## src/rtl/hilihase_event_hub.sv

```systemverilog
// Signal-change capture hub: samples NUM_CH channels, queues timestamped change events
// (plus a timestamp-wrap marker) in a show-ahead FIFO, and holds a host drive register.
module hilihase_event_hub #(
  parameter  int NUM_CH     = 5,
  parameter  int CH_W       = 1,
  parameter  int TS_W       = 32,
  parameter  int FIFO_DEPTH = 16,
  localparam int ID_W       = $clog2(NUM_CH + 1)
) (
  input  logic                   clk,
  input  logic                   rst,
  input  logic [NUM_CH*CH_W-1:0] sample_i,
  input  logic [NUM_CH-1:0]      ch_en,
  output logic                   ev_valid,
  input  logic                   ev_ready,
  output logic [ID_W-1:0]        ev_id,
  output logic [CH_W-1:0]        ev_data,
  output logic [TS_W-1:0]        ev_time,
  output logic [TS_W-1:0]        ts_o,
  input  logic                   drv_wr,
  input  logic [ID_W-1:0]        drv_id,
  input  logic [CH_W-1:0]        drv_data,
  output logic [NUM_CH*CH_W-1:0] drv_o,
  input  logic                   clr_status,
  output logic                   st_lost,
  output logic                   st_bad_id
);
  localparam int PTR_W = $clog2(FIFO_DEPTH);

  typedef enum logic {SNAP, RUN} state_t;

  typedef struct packed {
    logic [ID_W-1:0] id;
    logic [CH_W-1:0] data;
    logic [TS_W-1:0] stamp;
  } event_t;

  state_t                  state;
  logic [NUM_CH*CH_W-1:0]  prev;
  logic [NUM_CH-1:0]       pending;
  logic [CH_W-1:0]         pend_data [NUM_CH];
  logic [TS_W-1:0]         pend_time [NUM_CH];
  logic                    wrap_pend;

  logic [CH_W-1:0]         smp [NUM_CH];
  logic [NUM_CH-1:0]       changed;
  logic [NUM_CH-1:0]       push_ch;
  logic                    push_wrap;
  logic                    push_any;
  event_t                  push_ev;
  logic                    ts_wrap;
  logic                    lost_set;
  logic                    bad_set;

  event_t                  mem [FIFO_DEPTH];
  logic [PTR_W:0]          wr_ptr;
  logic [PTR_W:0]          rd_ptr;
  logic                    full;
  logic                    pop;
  logic                    can_push;
  event_t                  head;

  assign ts_wrap  = &ts_o;
  assign ev_valid = (wr_ptr != rd_ptr);
  assign full     = (wr_ptr[PTR_W] != rd_ptr[PTR_W]) &&
                    (wr_ptr[PTR_W-1:0] == rd_ptr[PTR_W-1:0]);
  assign pop      = ev_valid && ev_ready;
  assign can_push = !full || pop;
  assign bad_set  = drv_wr && (drv_id >= ID_W'(NUM_CH));

  // NOTE: every signal driven here gets a default first, so no latch is inferred.
  always_comb begin
    changed = '0;
    for (int i = 0; i < NUM_CH; i++) begin
      smp[i]     = sample_i[i*CH_W +: CH_W];
      changed[i] = ch_en[i] && (smp[i] != prev[i*CH_W +: CH_W]);
    end
  end

  // Wrap marker wins; otherwise the lowest enabled pending channel is pushed.
  always_comb begin
    push_wrap = 1'b0;
    push_ch   = '0;
    push_any  = 1'b0;
    push_ev   = '0;
    if (can_push && wrap_pend) begin
      push_wrap  = 1'b1;
      push_any   = 1'b1;
      push_ev.id = ID_W'(NUM_CH);
    end else if (can_push) begin
      for (int i = 0; i < NUM_CH; i++) begin
        if (!push_any && pending[i] && ch_en[i]) begin
          push_any      = 1'b1;
          push_ch[i]    = 1'b1;
          push_ev.id    = ID_W'(i);
          push_ev.data  = pend_data[i];
          push_ev.stamp = pend_time[i];
        end
      end
    end
  end

  always_comb begin
    lost_set = (ts_wrap && wrap_pend && !push_wrap) ||
               ((state == RUN) && |(changed & pending & ~push_ch));
  end

  // NOTE: state is updated with non-blocking assignments so every register sees pre-edge values.
  always_ff @(posedge clk or posedge rst) begin
    if (rst) begin
      state     <= SNAP;
      ts_o      <= '0;
      prev      <= '0;
      pending   <= '0;
      wrap_pend <= 1'b0;
      for (int i = 0; i < NUM_CH; i++) begin
        pend_data[i] <= '0;
        pend_time[i] <= '0;
      end
    end else begin
      ts_o      <= ts_o + 1'b1;
      prev      <= sample_i;
      wrap_pend <= (wrap_pend && !push_wrap) || ts_wrap;
      case (state)
        SNAP: begin
          for (int i = 0; i < NUM_CH; i++) begin
            pending[i]   <= ch_en[i];
            pend_data[i] <= smp[i];
            pend_time[i] <= ts_o;
          end
          state <= RUN;
        end
        RUN: begin
          for (int i = 0; i < NUM_CH; i++) begin
            if (changed[i]) begin
              pending[i]   <= 1'b1;
              pend_data[i] <= smp[i];
              // An overwritten slot keeps the time of its first change.
              if (!pending[i] || push_ch[i]) pend_time[i] <= ts_o;
            end else if (push_ch[i] || !ch_en[i]) begin
              pending[i] <= 1'b0;
            end
          end
        end
        default: state <= SNAP;
      endcase
    end
  end

  always_ff @(posedge clk or posedge rst) begin
    if (rst) begin
      wr_ptr <= '0;
      rd_ptr <= '0;
    end else begin
      if (push_any) wr_ptr <= wr_ptr + 1'b1;
      if (pop)      rd_ptr <= rd_ptr + 1'b1;
    end
  end

  // NOTE: FIFO storage has no reset; the head is masked by ev_valid so stale entries never leak.
  always_ff @(posedge clk) begin
    if (push_any) mem[wr_ptr[PTR_W-1:0]] <= push_ev;
  end

  assign head    = mem[rd_ptr[PTR_W-1:0]];
  assign ev_id   = ev_valid ? head.id    : '0;
  assign ev_data = ev_valid ? head.data  : '0;
  assign ev_time = ev_valid ? head.stamp : '0;

  // A set condition in the same cycle overrides clr_status.
  always_ff @(posedge clk or posedge rst) begin
    if (rst) begin
      drv_o     <= '0;
      st_lost   <= 1'b0;
      st_bad_id <= 1'b0;
    end else begin
      for (int i = 0; i < NUM_CH; i++) begin
        if (drv_wr && (drv_id == ID_W'(i))) drv_o[i*CH_W +: CH_W] <= drv_data;
      end
      st_lost   <= lost_set || (st_lost   && !clr_status);
      st_bad_id <= bad_set  || (st_bad_id && !clr_status);
    end
  end

endmodule

```

## config.mk

```make
export PLATFORM = sky130hd
export DESIGN_NAME = hilihase_event_hub
export DESIGN_NICKNAME = d
export VERILOG_FILES = /design/src/rtl/hilihase_event_hub.sv
export SDC_FILE = /design/constraint.sdc
export NUM_CORES = 1
export LEC_CHECK = 0
export ABC_CLOCK_PERIOD_IN_PS = 6560
export BUFFER_PORTS_ARGS = -buffer_cell sky130_fd_sc_hd__buf_2
export CAP_MARGIN = 20
export CELL_PAD_IN_SITES_DETAIL_PLACEMENT = 0
export CELL_PAD_IN_SITES_GLOBAL_PLACEMENT = 1
export CORE_UTILIZATION = 49
export CTS_CLUSTER_SIZE = 24
export DETAILED_ROUTE_END_ITERATION = 16
export PLACE_DENSITY_LB_ADDON = 0.12
export SYNTH_ARGS = -nofsm -noshare
export SYNTH_HDL_FRONTEND = slang
export SYNTH_SLANG_ARGS = --single-unit
```

## constraint.sdc

```tcl
create_clock -name clk -period 6.56 [get_ports clk]
set_input_delay 0 -clock clk [delete_from_list [all_inputs] [get_ports clk]]
set_output_delay 0 -clock clk [all_outputs]
set_load 0.01 [all_outputs]
```

Yosys cells after proc, flatten, opt, wreduce, memory -nomap -nowiden:

Memory sizes are Yosys's and may differ from the RTL's.
Cells that the tools add are included.

* register bits after elaboration: 226
* RAM bits: 576
* input port bits: 19
* output and inout bits: 76
* memories kept: 1

Memory list
* mem: depth 16, bits a word 36, rd ports 1, clocked after Yosys merged registers in 0, write ports 1, RTL line 55 `event_t mem [FIFO_DEPTH];`

* add/subtract/negate cells: 3
* $lt $le $gt $ge: 1
* eq/ne operators: 27
* mux-type cells: 63
* bitwise logic cells: 4
* reductions and logical operators: 69

Operators by type and width (number)
* $mux 32: 11
* $pmux 160 s2: 1
* $mux 36: 5
* $mux 33: 2
* $mux 1: 38
* $add 32x1->32 const B: 1
* $reduce_and 32->1: 1
* $logic_and 1x1->1: 29
* $ne 2x1->1 const B: 10
* $pmux 5 s2: 2
* $logic_not 1->1: 17
* $logic_or 1x1->1: 15
* $ne 3x1->1 const B: 5
* $add 5x1->5 const B: 2
* $and 5x5->5: 2
* $mux 5: 2
* $reduce_and 2->1: 5
* $eq 3x2->1 const B: 2
* $mux 3: 2
* $ne 1x1->1: 6
* $ne 5x5->1: 1
* $not 5->5: 1
* $reduce_or 5->1: 1
* $eq 4x4->1: 1
* other kinds (5): 5

Longest topological paths before layout:

* word-level depth: 36
* gate-level depth with buffers: 8
* depth with buffers taken out: 6

Worst setup path after synthesis:

OpenSTA, ideal clock, no wires.

* kind: reg2reg
* start point: register wr_ptr[3]
* end point: memory mem[3][0] in the netlist's numbering, enable pin
* library setup time: 0.474 ns
* arrival time: 3.809 ns
* data required time: 6.086 ns
* path slack: 2.277 ns
* cell stages (with the launch flop): 8
* buffers on the path: 2
* period minus slack after synthesis: 4.283 ns
* path through: dfrtp_1 > clkbuf_2 > xor2_1 > nor4_4 > a32oi_1 > clkbuf_1 > nand2_1 > nor3_1

* word-level cells in the longest chain between the ends: 8
* elaborated cells on any way between the ends: 11
* classes of those cells: eq/ne (2); mux (4); reduce/logical (5)

Ends and longest elaborated chain
* from (decl): RTL line 56 `logic [PTR_W:0] wr_ptr;`
* from (signal assigned): RTL line 155 `if (push_any) wr_ptr <= wr_ptr + 1'b1;`
* $eq 4x4->1: RTL line 66 `(wr_ptr[PTR_W-1:0] == rd_ptr[PTR_W-1:0]);`
* $logic_and 1x1->1: RTL line 65 `assign full = (wr_ptr[PTR_W] != rd_ptr[PTR_W]) &&`
* $logic_not 1->1: RTL line 68 `assign can_push = !full || pop;`
* $logic_or 1x1->1: RTL line 68
* $mux 1 or $logic_and 1x1->1 (tied branches): RTL line 90, 86
* $mux 1: RTL line 86 `if (can_push && wrap_pend) begin`
* $mux 1: RTL line 162 `if (push_any) mem[wr_ptr[PTR_W-1:0]] <= push_ev;`
* $mux 1 (not written as such): RTL line 162
* to (decl): RTL line 55

Parallel ways exist; a longest one is shown, timed or not.

Final worst setup path:

* start point: register rd_ptr[0]
* end point: output ev_time[28]

* word-level cells in the longest chain between the ends: 2
* elaborated cells on any way between the ends: 3
* classes of those cells: eq/ne (1); mux (1); memory (1)

Ends and longest elaborated chain
* from (decl): RTL line 57 `logic [PTR_W:0] rd_ptr;`
* from (signal assigned): RTL line 156 `if (pop) rd_ptr <= rd_ptr + 1'b1;`
* $mem_v2 16x36 or $ne 5x5->1 (tied branches)
* $mux 32 *: RTL line 168 `assign ev_time = ev_valid ? head.stamp : '0;`
* to (decl): RTL line 18 `output logic [TS_W-1:0] ev_time,`

Mark *: on every way between the ends. The rest lies on a longest branch, timed or not.

==> run summary <==
Total power - 14,900 uW
CTS H-tree depth - 3
Share of cells above drive strength 1 - 34.8%
Cell taking the most area after synthesis - edfxtp_1
Adder and majority gate portion of the synthesized area - 0.235%
Final TNS setup - 0 ns
Die height - 258 microns
CTS Sinks - 802
Normalized max-slew margin - 24.6%
Max-slew violation count - 0
Area of the core - 64,500 sq um
Largest net degree at the start of global routing - 101
Initial antenna violation count - 1
CTS root buf - clkbuf_16
Xor/xnor cell area share of the yosys netlist - 1.34%
# Max-Cap Violations - 0
Tmin final - 3.77 ns
Antenna viol nets, final - 0
Area Overhead vs Synth - 14.8%
Final core utilization - 57.0%
Post-synthesis mux area share - 18.5%
Wire length per cell - 25.4 microns
Grt ovf - 0
Vias in the first global route - 16,878
Mapped Nets - 1,702
First-pass GRT wire length - 106,000 microns
F_max - 265 MHz
CP startpoint - rd_ptr[0]
Post-synthesis sequential area ratio - 71.7%
Most frequent cells after synthesis - 576 x edfxtp_1, 226 x dfrtp_1, 180 x mux4_2
Die area - 66,300 sq um
Outcome - finished clean
PwrDens - 404 nW/um^2
Final period util - 57.5%
Cells after Synth - 1,677
Synth Warn # - 0
EDFF count, synth - 576
CP arrival - 3.77 ns
Primary FF master, synth - edfxtp_1
CTS tree - done
Syn_area_per_cell - 19.1 sq um
Final setup vio count - 0
Largest fanout on the critical path - 47
Ys async rst share - 28.2%
Type of origin of the critical path - register
# rows - 93
Iter 0 DRT Violations - 1,249
Leak pwr - 0.0131 uW
RSZ-0062 raised after global routing - false
Setup crit end kind - output pin
Final GP Congestion - 0.736
Pre-CTS setup slack - 2.96 ns
Clk pin slew, worst setup/hold paths - 0.06 ns
Post-Syn Area - 32,000 sq um
Initial Util - 49.6%
DRC violations left - 0
Synth Area in Simple Gates - 3.64%
Final wirelength - 70,000 microns
Setup Fix Bufs, Post-CTS - 0
VDD IR-drop max - 0.236 mV
Clock Skews - 0.0297 ns
Crit Path Category - register to output pin
Tot GR Track Use - 21.6%
Hold WC Path Type - primary input to async pin
Setup ws final - 2.79 ns
Post-synthesis sequential element count - 802
R2R Path Start - rd_ptr[2]
Synth top area cells - edfxtp_1 54%, dfrtp_1 18%, mux4_2 13%
WP data required - 6.56 ns
Pre-antenna DRT Iters - 6
Io pins - 95
Die Span X - 258 microns
Yosys top cell area share - 54.1%
Maximum root-to-sink buffer count - 3
Post-cts resize count - 0
Filler Cell Count - 4,967
Num CTS Buffers - 83
Worst-Margin Slew - 1.13 ns
Clk Latency, worst-skew pair - 0.61 ns
Largest family of logic cells by synthesized area - multiplexers
Buffers added on ports - 94
Compound-Gate Fraction of Synth Area - 2.78%
Nets - 1,864
Most numerous cell in the Yosys netlist - edfxtp_1
Total number of vias - 16,068
Fin. Hold Viols - 0
Hpwl dp - 36,400 microns
DR vias/cell - 5.82
Unique cell type count in the Yosys netlist - 52
==> report_power, final <==
part           switching (uW)  internal [uW]
clock                    1890           2960
sequential                353           6110
combinational            1810           1750
==> routing by layer <==
layer | part of all wire, % | track usage (%) | routed length (microns)
met1 | 43 | 30.0 | 30400
met2 | 50 | 36.7 | 35200
met3 | 4.9 | 2.79 | 3440
met4 | 1.4 | 4.77 | 1010
met5 | 0 | 0 | 0
==> flip-flops by register name, indices dropped and copies added, names as in the netlist, 5 cells and up <==
name       flops
mem          576
pend_time    160
ts_o          32
drv_o          5
pend_data      5
pending        5
prev           5
rd_ptr         5
wr_ptr         5
==> layout by cell type, fill, tap and decap left out, types with 15 or more instances in the layout <==
master,count
buf_4,69
xnor2_1,32
a31oi_1,34
mux2_2,160
nand3_1,15
clkbuf_1,15
and2_1,40
clkbuf_16,84
dfrtp_1,222
nor2_1,21
nand2_1,98
clkinv_1,15
a222oi_1,34
and3_2,15
mux4_2,180
edfxtp_1,576
xor2_1,17
buf_2,94
dlygate4sd3_1,23
==> worst max-delay path, cell delays in order (launching register included) <==
cell     delay (ns)
dfrtp_4        0.80
buf_4          0.83
mux4_2         0.62
mux4_2         0.52
and2_1         0.18
buf_2          0.13
==> what timing repair did <==
action                                  in CTS  in global routing
hold buffers                                23                  0
endpoints found under the setup margin       0                  0
hold endpoints to repair                   125                  0
==> layout make-up <==
| type | instances | area (sq um) | area share [%] |
|---|---|---|---|
| diodes | 1 | 2.50 | 0.00681 |
| clock buffers | 104 | 2230 | 6.06 |
| clock inverters | 46 | 592 | 1.61 |
| inverters | 14 | 60.1 | 0.163 |
| multi-input cells | 750 | 8580 | 23.4 |
| flip-flops and latches | 802 | 23000 | 62.5 |
| well taps | 855 | 1070 | 2.91 |
| repair buffers | 188 | 1250 | 3.41 |
==> cells by family after synthesis <==
family / Yosys count
simple gates: 233
other cells: 1
xor+xnor: 49
buf+inv: 125
compound gates: 115
mux: 346
flops: 802
fa+ha+maj: 6
==> per-stage QoR <==
stage,instances,hold WS (ns),area (sq um)
after CTS,2751,0.0530,36700
after floorplan,1677,0.0314,32000
after global routing,2759,0.0830,36700
after detailed placement,2578,0.155,33600
final,2760,0.0790,36800
after global placement,2577,0.145,33600
==> path summary, 6_finish.rpt <==
kind | to | slack [ns] | cells after the start
hold reg to reg | pend_time[56] | 0.49 | 1
setup reg to reg | pend_time[128] | 2.99 | 6
setup / recovery | ev_time[28] | 2.79 | 5
hold / removal | st_bad_id | 0.08 | 3
max in group asynchronous | pend_time[53] | 5.12 | 4
min in group clk | prev[2] | 0.10 | 2
(Power assumes the default switching activity.)
